--- src/rtl/muldiv_ctrl_if.sv ---
// muldiv_ctrl_if: handshake between the EX-stage M-extension controller and
// the iterative multiply/divide unit.
//   md_start_o   ctrl -> unit  one-cycle start pulse
//   md_op_o      ctrl -> unit  RV32M funct3 of the operation
//   md_a_o/b_o   ctrl -> unit  operands, held stable while the unit works
//   md_kill_o    ctrl -> unit  one-cycle abort pulse
//   md_done_i    unit -> ctrl  completion strobe
//   md_result_i  unit -> ctrl  result, valid with md_done_i
`timescale 1ns/1ps
interface muldiv_ctrl_if;
   logic        md_start_o;
   logic [2:0]  md_op_o;
   logic [31:0] md_a_o;
   logic [31:0] md_b_o;
   logic        md_kill_o;
   logic        md_done_i;
   logic [31:0] md_result_i;

   modport master (
      output md_start_o, md_op_o, md_a_o, md_b_o, md_kill_o,
      input  md_done_i, md_result_i
   );

   modport slave (
      input  md_start_o, md_op_o, md_a_o, md_b_o, md_kill_o,
      output md_done_i, md_result_i
   );
endinterface

--- src/rtl/muldiv_ctrl.sv ---
// muldiv_ctrl: sequences one RV32M instruction in EX through an iterative
// mul/div unit. Stalls the front of the pipe while the unit works, resolves
// divide-by-zero and signed-overflow cases locally, and aborts on a watchdog.
//   clk, rst_n           clock, asynchronous active-low reset
//   ex_is_muldiv_i       nonzero = M-extension instruction in EX
//   ex_funct3_i          RV32M operation
//   ex_rs1/rs2_val_i     forwarded operands
//   ex_rd_addr_i         destination register
//   flush_i              EX-stage flush
//   md                   unit handshake (muldiv_ctrl_if.master)
//   stall_o              holds IF/ID and ID/EX
//   result_valid_o       one-cycle writeback strobe with result_o/result_rd_o
//   timeout_o            one-cycle pulse on watchdog abort
//
// state | meaning
// IDLE  | waiting for an M instruction in EX
// ISSUE | start pulse to the unit, watchdog armed
// WAIT  | unit busy; done, flush or watchdog expiry leaves
// DONE  | result presented for one cycle, instruction leaves EX
`timescale 1ns/1ps
module muldiv_ctrl #(
   parameter int TIMEOUT = 64
) (
   input  logic                clk,
   input  logic                rst_n,
   input  logic [1:0]          ex_is_muldiv_i,
   input  logic [2:0]          ex_funct3_i,
   input  logic [31:0]         ex_rs1_val_i,
   input  logic [31:0]         ex_rs2_val_i,
   input  logic [4:0]          ex_rd_addr_i,
   input  logic                flush_i,
   muldiv_ctrl_if.master       md,
   output logic                stall_o,
   output logic                result_valid_o,
   output logic [31:0]         result_o,
   output logic [4:0]          result_rd_o,
   output logic                timeout_o
);
   localparam int CW = $clog2(TIMEOUT + 1);

   typedef enum logic [1:0] {IDLE, ISSUE, WAIT, DONE} state_t;

   state_t      state_q, state_d;
   logic [2:0]  op_q, op_d;
   logic [31:0] a_q, a_d;
   logic [31:0] b_q, b_d;
   logic [4:0]  rd_q, rd_d;
   logic [31:0] res_q, res_d;
   logic [CW-1:0] wdog_q, wdog_d;
   logic        start_c, kill_c;

   logic req, is_div, div_zero, div_ovf;

   assign req      = (ex_is_muldiv_i != 2'b00) && !flush_i;
   assign is_div   = ex_funct3_i[2];
   assign div_zero = is_div && (ex_rs2_val_i == 32'd0);
   // signed DIV/REM only (funct3[0] clear)
   assign div_ovf  = is_div && !ex_funct3_i[0] &&
                     (ex_rs1_val_i == 32'h8000_0000) && (ex_rs2_val_i == 32'hFFFF_FFFF);

   always_ff @(posedge clk or negedge rst_n) begin
      if (!rst_n) begin
         state_q <= IDLE;
         op_q    <= '0;
         a_q     <= '0;
         b_q     <= '0;
         rd_q    <= '0;
         res_q   <= '0;
         wdog_q  <= '0;
      end else begin
         state_q <= state_d;
         op_q    <= op_d;
         a_q     <= a_d;
         b_q     <= b_d;
         rd_q    <= rd_d;
         res_q   <= res_d;
         wdog_q  <= wdog_d;
      end
   end

   always_comb begin
      state_d        = state_q;
      op_d           = op_q;
      a_d            = a_q;
      b_d            = b_q;
      rd_d           = rd_q;
      res_d          = res_q;
      wdog_d         = wdog_q;
      start_c        = 1'b0;
      kill_c         = 1'b0;
      stall_o        = 1'b0;
      result_valid_o = 1'b0;
      timeout_o      = 1'b0;

      case (state_q)
         IDLE: begin
            if (req) begin
               stall_o = 1'b1;
               op_d    = ex_funct3_i;
               a_d     = ex_rs1_val_i;
               b_d     = ex_rs2_val_i;
               rd_d    = ex_rd_addr_i;
               if (div_zero) begin
                  res_d   = ex_funct3_i[1] ? ex_rs1_val_i : 32'hFFFF_FFFF;
                  state_d = DONE;
               end else if (div_ovf) begin
                  res_d   = ex_funct3_i[1] ? 32'd0 : 32'h8000_0000;
                  state_d = DONE;
               end else begin
                  state_d = ISSUE;
               end
            end
         end

         ISSUE: begin
            if (flush_i) begin
               kill_c  = 1'b1;
               state_d = IDLE;
            end else begin
               start_c = 1'b1;
               stall_o = 1'b1;
               wdog_d  = CW'(TIMEOUT - 1);
               state_d = WAIT;
            end
         end

         WAIT: begin
            if (flush_i) begin
               kill_c  = 1'b1;
               state_d = IDLE;
            end else if (md.md_done_i) begin
               stall_o = 1'b1;
               res_d   = md.md_result_i;
               state_d = DONE;
            end else if (wdog_q == '0) begin
               // watchdog terminal count: this is the TIMEOUT-th WAIT cycle
               stall_o   = 1'b1;
               timeout_o = 1'b1;
               kill_c    = 1'b1;
               res_d     = 32'd0;
               state_d   = DONE;
            end else begin
               stall_o = 1'b1;
               wdog_d  = wdog_q - CW'(1);
            end
         end

         DONE: begin
            result_valid_o = !flush_i;
            state_d        = IDLE;
         end

         default: state_d = IDLE;
      endcase
   end

   assign md.md_start_o = start_c;
   assign md.md_kill_o  = kill_c;
   assign md.md_op_o    = op_q;
   assign md.md_a_o     = a_q;
   assign md.md_b_o     = b_q;
   assign result_o      = res_q;
   assign result_rd_o   = rd_q;
endmodule

--- src/flat_wrapper.sv ---
// flat-port wrapper written by rule: the top's interface ports become plain ports
module muldiv_ctrl_flat 
#(
   parameter int TIMEOUT = 64
)
  (clk, rst_n, ex_is_muldiv_i, ex_funct3_i, ex_rs1_val_i, ex_rs2_val_i, ex_rd_addr_i, flush_i, stall_o, result_valid_o, result_o, result_rd_o, timeout_o, md_md_start_o, md_md_op_o, md_md_a_o, md_md_b_o, md_md_kill_o, md_md_done_i, md_md_result_i);
  muldiv_ctrl_if md_i ();
  input  logic clk;
  input  logic rst_n;
  input  logic [1:0] ex_is_muldiv_i;
  input  logic [2:0] ex_funct3_i;
  input  logic [31:0] ex_rs1_val_i;
  input  logic [31:0] ex_rs2_val_i;
  input  logic [4:0] ex_rd_addr_i;
  input  logic flush_i;
  output logic stall_o;
  output logic result_valid_o;
  output logic [31:0] result_o;
  output logic [4:0] result_rd_o;
  output logic timeout_o;
  output wire logic [$bits(md_i.md_start_o)-1:0] md_md_start_o;
  output wire logic [$bits(md_i.md_op_o)-1:0] md_md_op_o;
  output wire logic [$bits(md_i.md_a_o)-1:0] md_md_a_o;
  output wire logic [$bits(md_i.md_b_o)-1:0] md_md_b_o;
  output wire logic [$bits(md_i.md_kill_o)-1:0] md_md_kill_o;
  input wire logic [$bits(md_i.md_done_i)-1:0] md_md_done_i;
  input wire logic [$bits(md_i.md_result_i)-1:0] md_md_result_i;
  assign md_md_start_o = md_i.md_start_o;
  assign md_md_op_o = md_i.md_op_o;
  assign md_md_a_o = md_i.md_a_o;
  assign md_md_b_o = md_i.md_b_o;
  assign md_md_kill_o = md_i.md_kill_o;
  assign md_i.md_done_i = md_md_done_i;
  assign md_i.md_result_i = md_md_result_i;
  muldiv_ctrl #(.TIMEOUT(TIMEOUT)) u_core (.clk(clk), .rst_n(rst_n), .ex_is_muldiv_i(ex_is_muldiv_i), .ex_funct3_i(ex_funct3_i), .ex_rs1_val_i(ex_rs1_val_i), .ex_rs2_val_i(ex_rs2_val_i), .ex_rd_addr_i(ex_rd_addr_i), .flush_i(flush_i), .md(md_i), .stall_o(stall_o), .result_valid_o(result_valid_o), .result_o(result_o), .result_rd_o(result_rd_o), .timeout_o(timeout_o));
endmodule
--- config.mk ---
export PLATFORM = sky130hd
export DESIGN_NAME = muldiv_ctrl_flat
export DESIGN_NICKNAME = d
export VERILOG_FILES = /design/src/rtl/muldiv_ctrl_if.sv /design/src/rtl/muldiv_ctrl.sv /design/src/flat_wrapper.sv
export SDC_FILE = /design/constraint.sdc
export NUM_CORES = 1
export LEC_CHECK = 0
export BUFFER_PORTS_ARGS = -buffer_cell sky130_fd_sc_hd__buf_2
export CORE_MARGIN = 1.5
export CORE_UTILIZATION = 44
export DETAILED_ROUTE_END_ITERATION = 8
export PLACE_DENSITY = 0.76
export SLEW_MARGIN = 20
export SYNTH_ARGS = -nofsm -noshare
export SYNTH_HDL_FRONTEND = slang
export SYNTH_SLANG_ARGS = --single-unit
--- constraint.sdc ---
create_clock -name clk -period 2.5 [get_ports clk]
set_input_delay 0.75 -clock clk [delete_from_list [all_inputs] [get_ports clk]]
set_output_delay 0.75 -clock clk [all_outputs]
set_load 0.05 [all_outputs]
==> impl_results.md <==
* Final design utilization at 0.696
* Static Leakage at 3.98 nW
* Share of the cycle needed by the critical path after routing at 1.02
* Post-detailed-placement half-perimeter wirelength at 11700 um
* Average wire per standard cell at 19.0 um
* Failing checks: negative setup slack
* Layout area overhead at 52.9%
* Synthesized net count at 571
* Number of instances in the synthesized netlist at 454
* Path class of the lowest-slack min-delay path: in2async
* Die height at 112 um
* Post-Place Worst Slack at -541 ps
* P per Cell Area at 1480 nW/um2
* Number of placed cells counting well taps at 859
* Post-placement cell area at 7000 um2
* Mean Syn Cell Area at 11.6 um2
* Final Power at 11.9 mW
* Level count of the clock H-tree at 4
* Fin crit period at 2540 ps
* First-pass GRT wire length at 26300 um
* Width of the chip at 112 um
* Clock sink count at 113
* Final Non-Filler Cells at 904
* Cell type contributing the most total cell area after synthesis: sky130_fd_sc_hd__dfrtp_1
* Worst Setup End Kind: output pin
* Yosys reg bits at 113
* Fraction of final layout cells sized beyond drive strength 1 at 0.597
* Synthesis Warnings at 0
* Final Cell Area at 8020 um2
* Remaining design rule violation count at 0
* Startpoint Class: flop
* Total vias in the final route at 4954
* Final Worst Setup Slack at -39.1 ps
* Number of ports placed on the die boundary at 219
* Flip-flop cell with the highest count after synthesis: sky130_fd_sc_hd__dfrtp_1
* Clock Skews at 8.98 ps
* Least-Margin Pin Slew at 520 ps
* Total wirelength of the detailed-routed design at 17200 um
* Final net count at 867
* Maximum fanout encountered on the critical timing path at 3
* Std-Cell Core Area at 11500 um2
* Iteration-0 DRC Markers at 235
* First-pass iteration count of the detailed router at 8
* Full die area at 12600 um2
* CTS clock-pin slew for the worst setup and hold paths at 50 ps
* Root Driver: sky130_fd_sc_hd__clkbuf_16
* Antenna cells at 0
* Fmax achieved at 394 MHz
* Req. time, crit path at 1750 ps
* Total of max-cap violations at 0
* Slew headroom at 0.654
* Max rail drop VDD at 0.750 mV
* Total clock buffers created by CTS at 17
* Clock latency on the worst-skew pair at 410 ps
* Post-synthesis cell type count at 33
* Type of the worst setup path: reg2out
* Average via count per standard cell at 5.48
* Storage cell area at 2830 um2
* Area of combinational cells with multiple inputs at 2530 um2
* Area fraction of the dominant cell type after synthesis at 0.539
* Post-synthesis instance area at 5250 um2
* Largest cells by area after synthesis: sky130_fd_sc_hd__dfrtp_1, sky130_fd_sc_hd__mux2_2, sky130_fd_sc_hd__o21ai_0
* Largest net degree at the start of global routing at 74
* Final number of max-transition violations at 0
* Count of endpoints failing hold in the final timing report at 0
* Most frequent cell after synthesis: sky130_fd_sc_hd__dfrtp_1
* Worst Hold Slack at 320 ps
* Vias in the first global route at 5003
* Deepest clock path buffer count at 2
* Global router's overall resource usage at 0.270
* Count of endpoints failing setup in the final report at 22
* Share of the yosys chip area belonging to registers at 0.539
* Setup repair after global routing missed its margin: true
* Remaining global-route overflow at 0
* Number of flops mapped to enable cells by yosys at 0
* Number of rows in the core area at 39
* Port Buffers at 218
* Number of fill cells in the layout at 828
* Routed Antenna Nets at 0
* TritonCTS clock tree: built
* Weighted congestion at the end of routability-driven global placement at 0.910
* Leading cell types by count after synthesis: sky130_fd_sc_hd__dfrtp_1, sky130_fd_sc_hd__mux2_2, sky130_fd_sc_hd__nand2_1
* Result of the run: complete, but fails checks
* Antenna violations before repair at 0
* Initial Util at 0.455
* Number of hold buffers added after cts at 0
* Worst EP arrival at 1790 ps
* Aggregate negative setup slack at -372 ps
* Share of async-settable or async-resettable flops after synthesis at 1.00
[worst max-delay path, stage by stage (launching register included)]
cell	delay, ps
sky130_fd_sc_hd__dfrtp_1	390
sky130_fd_sc_hd__inv_2	70
sky130_fd_sc_hd__ha_2	160
sky130_fd_sc_hd__nor2b_4	170
sky130_fd_sc_hd__nand2_2	70
sky130_fd_sc_hd__nor2_1	110
sky130_fd_sc_hd__o21ai_1	70
sky130_fd_sc_hd__a21boi_2	160
sky130_fd_sc_hd__buf_6	170
[final timing paths]
path	end	slack, ps	startpoint	cells past startpoint
min	u_core.result_rd_o[4]	320	rst_n	1
max	md_md_kill_o	-40	u_core.wdog_q[0]	8
min in group clk	u_core.md.md_op_o[1]	470	u_core.md.md_op_o[1]	2
max in group asynchronous	u_core.md.md_a_o[1]	1570	rst_n	2
max reg2reg	u_core.result_o[2]	140	u_core.state_q[0]	12
min reg2reg	u_core.md.md_op_o[1]	470	u_core.md.md_op_o[1]	2
[cell usage in the layout (no fill, tap or decap), types with 6 or more instances in the layout]
cell	n
sky130_fd_sc_hd__buf_2	211
sky130_fd_sc_hd__dfrtp_1	113
sky130_fd_sc_hd__buf_4	76
sky130_fd_sc_hd__mux2_2	71
sky130_fd_sc_hd__nor2_1	42
sky130_fd_sc_hd__nand2_1	42
sky130_fd_sc_hd__o21ai_0	36
sky130_fd_sc_hd__mux2_4	32
sky130_fd_sc_hd__clkbuf_16	18
sky130_fd_sc_hd__nor4_1	14
sky130_fd_sc_hd__nand4_1	11
sky130_fd_sc_hd__a21oi_1	6
sky130_fd_sc_hd__clkbuf_8	6
[flip-flops by register name, summed over array words and instances (netlist names)]
name and flops:
u_core.md.md_b_o 32, u_core.md.md_a_o 32, u_core.wdog_q 7, u_core.result_o 32, u_core.result_rd_o 5, u_core.state_q 2, u_core.md.md_op_o 3
[cell families after synthesis]
family                     Yosys count  synth area share
AOI/OAI and AO/OA                   52            0.0577
xor gates and xnor gates             4           0.00668
adders and majority gates            7            0.0167
buffers and inverters               30            0.0258
DFF                                113             0.539
muxes                              103             0.221
and+or+nand+nor                    145             0.133
[per-layer routing]
metal  GRT usage  wire length (um)  up-vias
met5           0                 0        -
met4       0.110               417        0
met3      0.0718              1120       36
met2       0.444              8650      235
met1       0.342              7010     2465
li1            -                 -     2218
[cell type report]
| cell class | count | area share |
|---|---|---|
| tap | 143 | 0.0223 |
| inverter | 7 | 0.00328 |
| timing repair buffer | 300 | 0.233 |
| clock buffer | 25 | 0.0643 |
| sequential | 113 | 0.353 |
| multi-input combinational | 311 | 0.315 |
| clock inverter | 5 | 0.00936 |
[what timing repair did]
action | in CTS | in global routing
pin swaps | 4 | 7
gates cloned | 2 | 1
setup buffers | 3 | 9
resized for setup | 22 | 46
endpoints found under the setup margin | 36 | 36
[power by group]
group,total (mW),leakage (nW),internal (mW),switching (mW)
logic,6.38,2.30,2.04,4.34
registers,3.09,1.38,2.65,0.443
clock network,2.40,0.295,1.61,0.796
total,11.9,3.98,6.29,5.58
Note: power is estimated with default switching activity, not from simulation.
